File: src/rtl/assert_event_logger.sv
// Assertion event logger: pass/fail statistics, a free-running cycle stamp, and a
// small FIFO of failure timestamps with overflow tracking.
module assert_event_logger #(
    parameter int CNT_W = 16,
    parameter int TS_W  = 32,
    parameter int DEPTH = 4
) (
    input  logic             clk,
    input  logic             rst,
    input  logic             chk_valid,
    input  logic             chk_pass,
    input  logic             clr,
    input  logic             log_pop,
    output logic             log_valid,
    output logic [TS_W-1:0]  log_ts,
    output logic [CNT_W-1:0] pass_cnt,
    output logic [CNT_W-1:0] fail_cnt,
    output logic             err_sticky,
    output logic [TS_W-1:0]  first_fail_ts,
    output logic             overflow
);
    localparam int AW = (DEPTH > 1) ? $clog2(DEPTH) : 1;
    localparam logic [CNT_W-1:0] CNT_MAX = '1;
    localparam logic [AW:0]      DEPTH_C = (AW+1)'(DEPTH);

    logic [TS_W-1:0]  ts_reg;
    logic [TS_W-1:0]  mem [DEPTH];
    logic [AW-1:0]    wr_ptr_reg;
    logic [AW-1:0]    rd_ptr_reg;
    logic [AW:0]      count_reg;
    logic [CNT_W-1:0] pass_cnt_reg;
    logic [CNT_W-1:0] fail_cnt_reg;
    logic             err_sticky_reg;
    logic [TS_W-1:0]  first_fail_ts_reg;
    logic             overflow_reg;

    logic pass_event;
    logic fail_event;
    logic pop_ok;
    logic fifo_full;
    logic push_ok;

    always_comb begin
        pass_event = chk_valid && chk_pass;
        fail_event = chk_valid && !chk_pass;
        pop_ok     = log_pop && (count_reg != '0);
        fifo_full  = (count_reg == DEPTH_C);
        // A full FIFO still accepts a push when the head leaves in the same cycle.
        push_ok    = fail_event && (!fifo_full || pop_ok);
    end

    always_ff @(posedge clk) begin
        if (rst) begin
            ts_reg            <= '0;
            wr_ptr_reg        <= '0;
            rd_ptr_reg        <= '0;
            count_reg         <= '0;
            pass_cnt_reg      <= '0;
            fail_cnt_reg      <= '0;
            err_sticky_reg    <= 1'b0;
            first_fail_ts_reg <= '0;
            overflow_reg      <= 1'b0;
        end else begin
            ts_reg <= ts_reg + TS_W'(1);
            if (clr) begin
                wr_ptr_reg        <= '0;
                rd_ptr_reg        <= '0;
                count_reg         <= '0;
                pass_cnt_reg      <= '0;
                fail_cnt_reg      <= '0;
                err_sticky_reg    <= 1'b0;
                first_fail_ts_reg <= '0;
                overflow_reg      <= 1'b0;
            end else begin
                if (pass_event && pass_cnt_reg != CNT_MAX)
                    pass_cnt_reg <= pass_cnt_reg + CNT_W'(1);
                if (fail_event) begin
                    if (fail_cnt_reg != CNT_MAX)
                        fail_cnt_reg <= fail_cnt_reg + CNT_W'(1);
                    if (!err_sticky_reg)
                        first_fail_ts_reg <= ts_reg;
                    err_sticky_reg <= 1'b1;
                    if (!push_ok)
                        overflow_reg <= 1'b1;
                end
                if (push_ok)
                    wr_ptr_reg <= wr_ptr_reg + AW'(1);
                if (pop_ok)
                    rd_ptr_reg <= rd_ptr_reg + AW'(1);
                case ({push_ok, pop_ok})
                    2'b10:   count_reg <= count_reg + (AW+1)'(1);
                    2'b01:   count_reg <= count_reg - (AW+1)'(1);
                    default: count_reg <= count_reg;
                endcase
            end
        end
    end

    // Storage carries no reset; validity is tracked solely by count_reg.
    always_ff @(posedge clk) begin
        if (!rst && !clr && push_ok)
            mem[wr_ptr_reg] <= ts_reg;
    end

    always_comb begin
        log_valid     = (count_reg != '0);
        log_ts        = log_valid ? mem[rd_ptr_reg] : '0;
        pass_cnt      = pass_cnt_reg;
        fail_cnt      = fail_cnt_reg;
        err_sticky    = err_sticky_reg;
        first_fail_ts = first_fail_ts_reg;
        overflow      = overflow_reg;
    end
endmodule

File: config.mk
export PLATFORM = sky130hd
export DESIGN_NAME = assert_event_logger
export DESIGN_NICKNAME = d
export VERILOG_FILES = /design/src/rtl/assert_event_logger.sv
export SDC_FILE = /design/constraint.sdc
export NUM_CORES = 1
export LEC_CHECK = 0
export CORE_MARGIN = 5
export CORE_UTILIZATION = 30
export CTS_CLUSTER_DIAMETER = 120
export DETAILED_ROUTE_END_ITERATION = 10
export GPL_TIMING_DRIVEN = 0
export PLACE_DENSITY = 0.57
export RECOVER_POWER = 100
export SLEW_MARGIN = 20
export SYNTH_ARGS = -nofsm -noshare
export SYNTH_HDL_FRONTEND = slang
export SYNTH_SLANG_ARGS = --single-unit
export TNS_END_PERCENT = 30
File: constraint.sdc
create_clock -name clk -period 5.4 [get_ports clk]
set_input_delay 0.54 -clock clk [delete_from_list [all_inputs] [get_ports clk]]
set_output_delay 0.54 -clock clk [all_outputs]
set_load 0.01 [all_outputs]
==> results of run 1 <==
how the worst max path moves through the flow:
stage	from	end	slack [ns]	cells past startpoint
2_1_floorplan	rst	mem[0][0]	2.75	5
6_report	chk_pass	mem[0][20]	1.33	7
4_1_cts	register	log_ts[30]	1.97	5
3_3_place_gp	chk_pass	mem[1][20]	1.36	6
3_5_place_dp	chk_pass	count_reg[2]	2.00	9
5_1_grt	chk_pass	mem[0][16]	0.98	7
worst max-delay path, stage by stage:
cell,delay [ns]
dlygate4sd3_1,0.58
nand2b_1,0.20
clkbuf_1,0.25
clkbuf_1,0.29
nor3_1,0.37
and2_0,0.82
clkbuf_1,1.13
cell families (layout without fill, tap and decap cells):
family	count (synthesis)	in the layout	share of synthesized area [%]
flip-flops	235	235	62.77
buffers and inverters	55	208	2.270
XOR/XNOR	18	18	1.653
multiplexers	35	35	7.885
adder cells (fa/ha/maj)	8	8	1.128
AND/OR/NAND/NOR	291	291	16.03
AO/OA/AOI/OAI	135	135	8.266
power breakdown:
group,internal [W],switching (W)
combinational,0.0000300,0.0000582
clock,0.000955,0.000691
sequential,0.00188,0.00000806
cell usage in the layout (no fill, tap or decap), types with 25 or more instances in the layout:
cell type and instances:
nor2_1 36, mux4_2 32, a21oi_1 75, dlygate4sd3_1 85
clkbuf_1 50, dfxtp_1 107, nand2_1 89, clkbuf_16 25
edfxtp_1 128
stage by stage:
step,hold WS (ns),std cells
finish,0.4495,1332
global route,0.4704,1332
CTS,0.4573,1332
detailed placement,0.4485,1286
global placement,0.4437,1282
floorplan,0.4762,777
routing by layer:
layer,GRT usage [%],routed length (um),up-vias
met5,0,0,-
li1,-,-,3185
met1,17.56,10560,3207
met2,20.18,10750,143
met3,3.427,1474,33
met4,2.635,419,0
layout make-up:
cell class              instances  area (um2)
plain buffers                  41       156.4
clock buffers                  33       655.6
clock inverters                13       127.6
fillers                      3036       19620
inverters                      14       52.55
multi-input cells             487        3324
flip-flops and latches        235        5986
well taps                     402       503.0
repair buffers                107        1046
==> results.cfg, run 1 <==
[status]
status = complete, but fails checks
violations = capacitance limit

[hold_path]
hold_path_end = first_fail_ts[12]
hp-class = reg -> reg
hold_start = first_fail_ts[12]
min_path_cells = 2

[placement]
port_buffers = 103
dpl.hpwl_mm = 15.98
dpl_worst_slack_ns = 1.997
gp_congestion = 0.7863
place_area_um2 = 11160

[timing]
setup_tns_ns = 0
slew_headroom_pct = 0.5217
fmax_mhz = 245.6
fin_crit_ns = 4.072
fin_crit_sh_pct = 75.40
rsz0062_at_grt = no
hold_violations = 0
slew_violations = 0
setup-violations-final = 0
fin_skew_ns = 0.01531
setup_slack_ns = 1.328
worst_slew_pin_slew_ns = 1.492

[clocking]
clk_path_buf_depth = 3
postCtsSetupBuffers = 0
cts_num_sinks = 235
cts_hold_buf = 0
cts_max_level = 1
clk_pin_slew_ns = 0.06
post_cts_resized = 0
cts_root_buf = clkbuf_16
cts_tree = built
numCtsBuffers = 25
clock_latency_ns = 0.53

[die]
rows = 65
dieWidth_um = 188.3
dieHeight_um = 188.3
start_util_pct = 30.30
ios = 105
core-area_um2 = 31470
fp.dieArea_um2 = 35460

[synth]
ys_ff_latch = 235
yosysUniqueCellTypes = 48
yosysSeqAreaShare_pct = 62.77
synth_edf_count = 128
synth_top_area_share_pct = 40.30
syn_inst = 777
avgSynthCellArea_um2 = 12.27
netlist_top_cells_area = edfxtp_1 40%, dfxtp_1 22%, mux4_2 7.6%, a21oi_1 3.9%, nand2_1 3.5%
yosysWarnings = 0
yosysMostFrequentCell = edfxtp_1
netlist_area_um2 = 9537
ys.flop_type = edfxtp_1
async_flop_share_pct = 0
synth_area_leader_cell = edfxtp_1
synth_common_cells = 128 x edfxtp_1, 107 x dfxtp_1, 89 x nand2_1
synthesis.nets = 791

[finish]
utilization_pct = 37.65
final_area_um2 = 11850
largest_reg_flops = 128
layout-drive-gt1-share_pct = 7.742
num-nets-final = 925
antenna_cells = 0
areaGrowthSynthToFinish_pct = 24.27

[grt]
grt.total_usage_pct = 12.68
grt_pass1_vias = 6356
grt_pass1_wl_mm = 36.47
antenna_found_initial = 0
globalRoute.totalOverflow = 0
grt_max_degree = 23

[critical_path]
r2r_start = count_reg[1]
cp.required_ns = 5.53
reg2reg_depth = 5
start_kind = primary input
rr_endpoint = mem[0][20]
critPathKind = in -> reg
reg2reg_slack_ns = 2.00
worst_ep_arrival_time_ns = 4.20
critPathMaxFanout = 21
endpoint_kind = register

[power_and_ir_drop]
p_per_area_nw_per_um2 = 305.5
p_leak_nw = 3.827
ir_drop_mv = 0.2119
finalPower_w = 0.003621

[routing]
drt_iter0_markers = 351
vias_per_cell = 4.931
wl_per_cell_um = 17.42
drt-pass1-iter-count = 4
vias = 6568
wl_mm = 23.20
antenna_left = 0
drc = 0

[run]
maxCapViolations = 1
Note: power is estimated with default switching activity, not from simulation.
==> run 2: changes to the inputs <==
==> constraint.sdc (replaced) <==
create_clock -name clk -period 4 [get_ports clk]
set_input_delay 0.4 -clock clk [delete_from_list [all_inputs] [get_ports clk]]
set_output_delay 0.4 -clock clk [all_outputs]
set_load 0.01 [all_outputs]
==> run 2 against run 1 <==
  * The flow now finishes without violations
  * Clock skew hardly changed
  * First-iteration DRC count is 8.3% higher
  * Critical path depth stayed put
  * Sequential power is 35% higher
  * Register-to-register slack worse by 0.92 ns
  * Highest routed layer unchanged
==> results.cfg, run 2 (synthesis results as in run 1) <==
[power_and_ir_drop]
finalPower_w = 0.004894
ir_drop_mv = 0.2858
p_int_w = 0.003867
switching_share_pct = 20.99
p_leak_nw = 3.822
clockPowerShare_pct = 45.5
pwr-share-comb_pct = 2.5
p_switching_w = 0.001027
seqPwrFrac_pct = 52.0
p_per_area_nw_per_um2 = 411.7

[die]
core-area_um2 = 31470
ios = 105
dieWidth_um = 188.3
fp.dieArea_um2 = 35460
dieHeight_um = 188.3
rows = 65
start_util_pct = 30.30

[timing]
setup-violations-final = 0
worst_slew_pin_slew_ns = 1.226
fin_crit_ns = 3.442
fin_skew_ns = 0.01529
fmax_mhz = 290.5
slew_headroom_pct = 17.49
hold_violations = 0
setup_tns_ns = 0
rsz0062_at_grt = no
slew_violations = 0
fin_crit_sh_pct = 86.05

[routing]
drt_iter0_markers = 380
wl_mm = 23.22
drt-pass1-iter-count = 4
drc = 0
antenna_left = 0
vias_per_cell = 4.928
vias = 6564
wl_per_cell_um = 17.43

[critical_path]
endpoint_kind = register
start_kind = primary input
slowest_delay_ns = 0.78
path_cells = dlygate4sd3_1, nand2b_1, clkbuf_1, clkbuf_1, nor3_1, and2_0, clkbuf_2
critPathMaxFanout = 22
cpMaxStageDelayCell = and2_0
worst_ep_arrival_time_ns = 3.60
cpMostUsedCell = clkbuf_1
cp.required_ns = 4.16
critPathKind = in -> reg

[finish]
nFillCells = 3032
areaGrowthSynthToFinish_pct = 24.65
final_cell_mix = 128 x edfxtp_1, 107 x dfxtp_1, 89 x nand2_1
final_area_um2 = 11890
final_common_cell = edfxtp_1
num-nets-final = 925
antenna_cells = 0
largest_reg_flops = 128
layout-drive-gt1-share_pct = 8.280

[clocking]
clk_pin_slew_ns = 0.06
postCtsSetupBuffers = 0
clock_latency_ns = 0.53
cts_max_level = 1
cts_num_sinks = 235
cts_tree = built
numCtsBuffers = 25
cts_root_buf = clkbuf_16
cts_hold_buf = 0
clk_path_buf_depth = 3
post_cts_resized = 0

[placement]
gp_congestion = 0.7863
dpl.hpwl_mm = 15.98
port_buffers = 103
place_area_um2 = 11160

[status]
status = finished, final reports clean

[grt]
antenna_found_initial = 0
grt_max_degree = 23
grt_pass1_vias = 6356
grt_pass1_wl_mm = 36.47
grt.total_usage_pct = 12.68
globalRoute.totalOverflow = 0

[hold_path]
hp-class = in -> reg

[run]
maxCapViolations = 0
-- run 2: cell types whose count changed in the layout (fill, tap and decap cells not counted), moves of 5 or more --
cell             previous run  this run
and2_1                     19        12
dlygate4sd3_1              85        78
clkdlybuf4s50_1            18        25
and2_0                     18        25
clkbuf_1                   50        45
-- run 2: layout make-up --
cell class	instances	area, um2	area share [%]
multi-input cells	487	3324	27.97
inverters	14	52.55	0.4421
clock inverters	13	127.6	1.074
plain buffers	41	157.7	1.326
flip-flops and latches	235	5986	50.35
repair buffers	107	1081	9.094
clock buffers	33	655.6	5.515
well taps	402	503.0	4.231
-- run 2: critical path: cells and delay by family --
family / cells / cell delay (ns)
buffers and inverters: 4 / 1.83
and+or+nand+nor: 3 / 1.35
-- run 2: worst paths after layout --
check | startpoint | to | slack (ns) | depth (start not counted)
max | chk_pass | mem[3][20] | 0.56 | 7
min | rst | ts_reg[1] | 0.34 | 2
max reg2reg | count_reg[1] | mem[3][20] | 1.08 | 5
min reg2reg | first_fail_ts[12] | first_fail_ts[12] | 0.45 | 2
-- run 2: power groups by stage --
| stage | logic (W) | registers (W) | clock network (W) |
|---|---|---|---|
| after floorplan | 0.0000690 | 0.00259 | 0 |
| after global placement | 0.000123 | 0.00260 | 0 |
| after detailed placement | 0.000125 | 0.00260 | 0 |
| after CTS | 0.000126 | 0.00255 | 0.00229 |
| after global routing | 0.000134 | 0.00255 | 0.00240 |
| final | 0.000121 | 0.00255 | 0.00223 |
-- run 2: per-stage QoR --
stage | util [%] | hold WS [ns] | setup slack [ns] | cells
after floorplan | - | 0.4762 | 1.489 | 777
after global placement | 35.17 | 0.4437 | 0.09618 | 1282
after detailed placement | 35.44 | 0.4485 | 0.7371 | 1286
after CTS | 37.93 | 0.3173 | 0.7142 | 1332
after global routing | 37.77 | 0.3716 | 0.3054 | 1332
final | 37.77 | 0.3448 | 0.5581 | 1332
-- run 2: metal layers --
layer  wire, um  vias to the layer above  global-route usage, %
met3       1456                       31                  3.427
li1           -                     3184                      -
met2      10730                      142                  20.18
met5          0                        -                      0
met4        410                        0                  2.635
met1      10620                     3207                  17.56
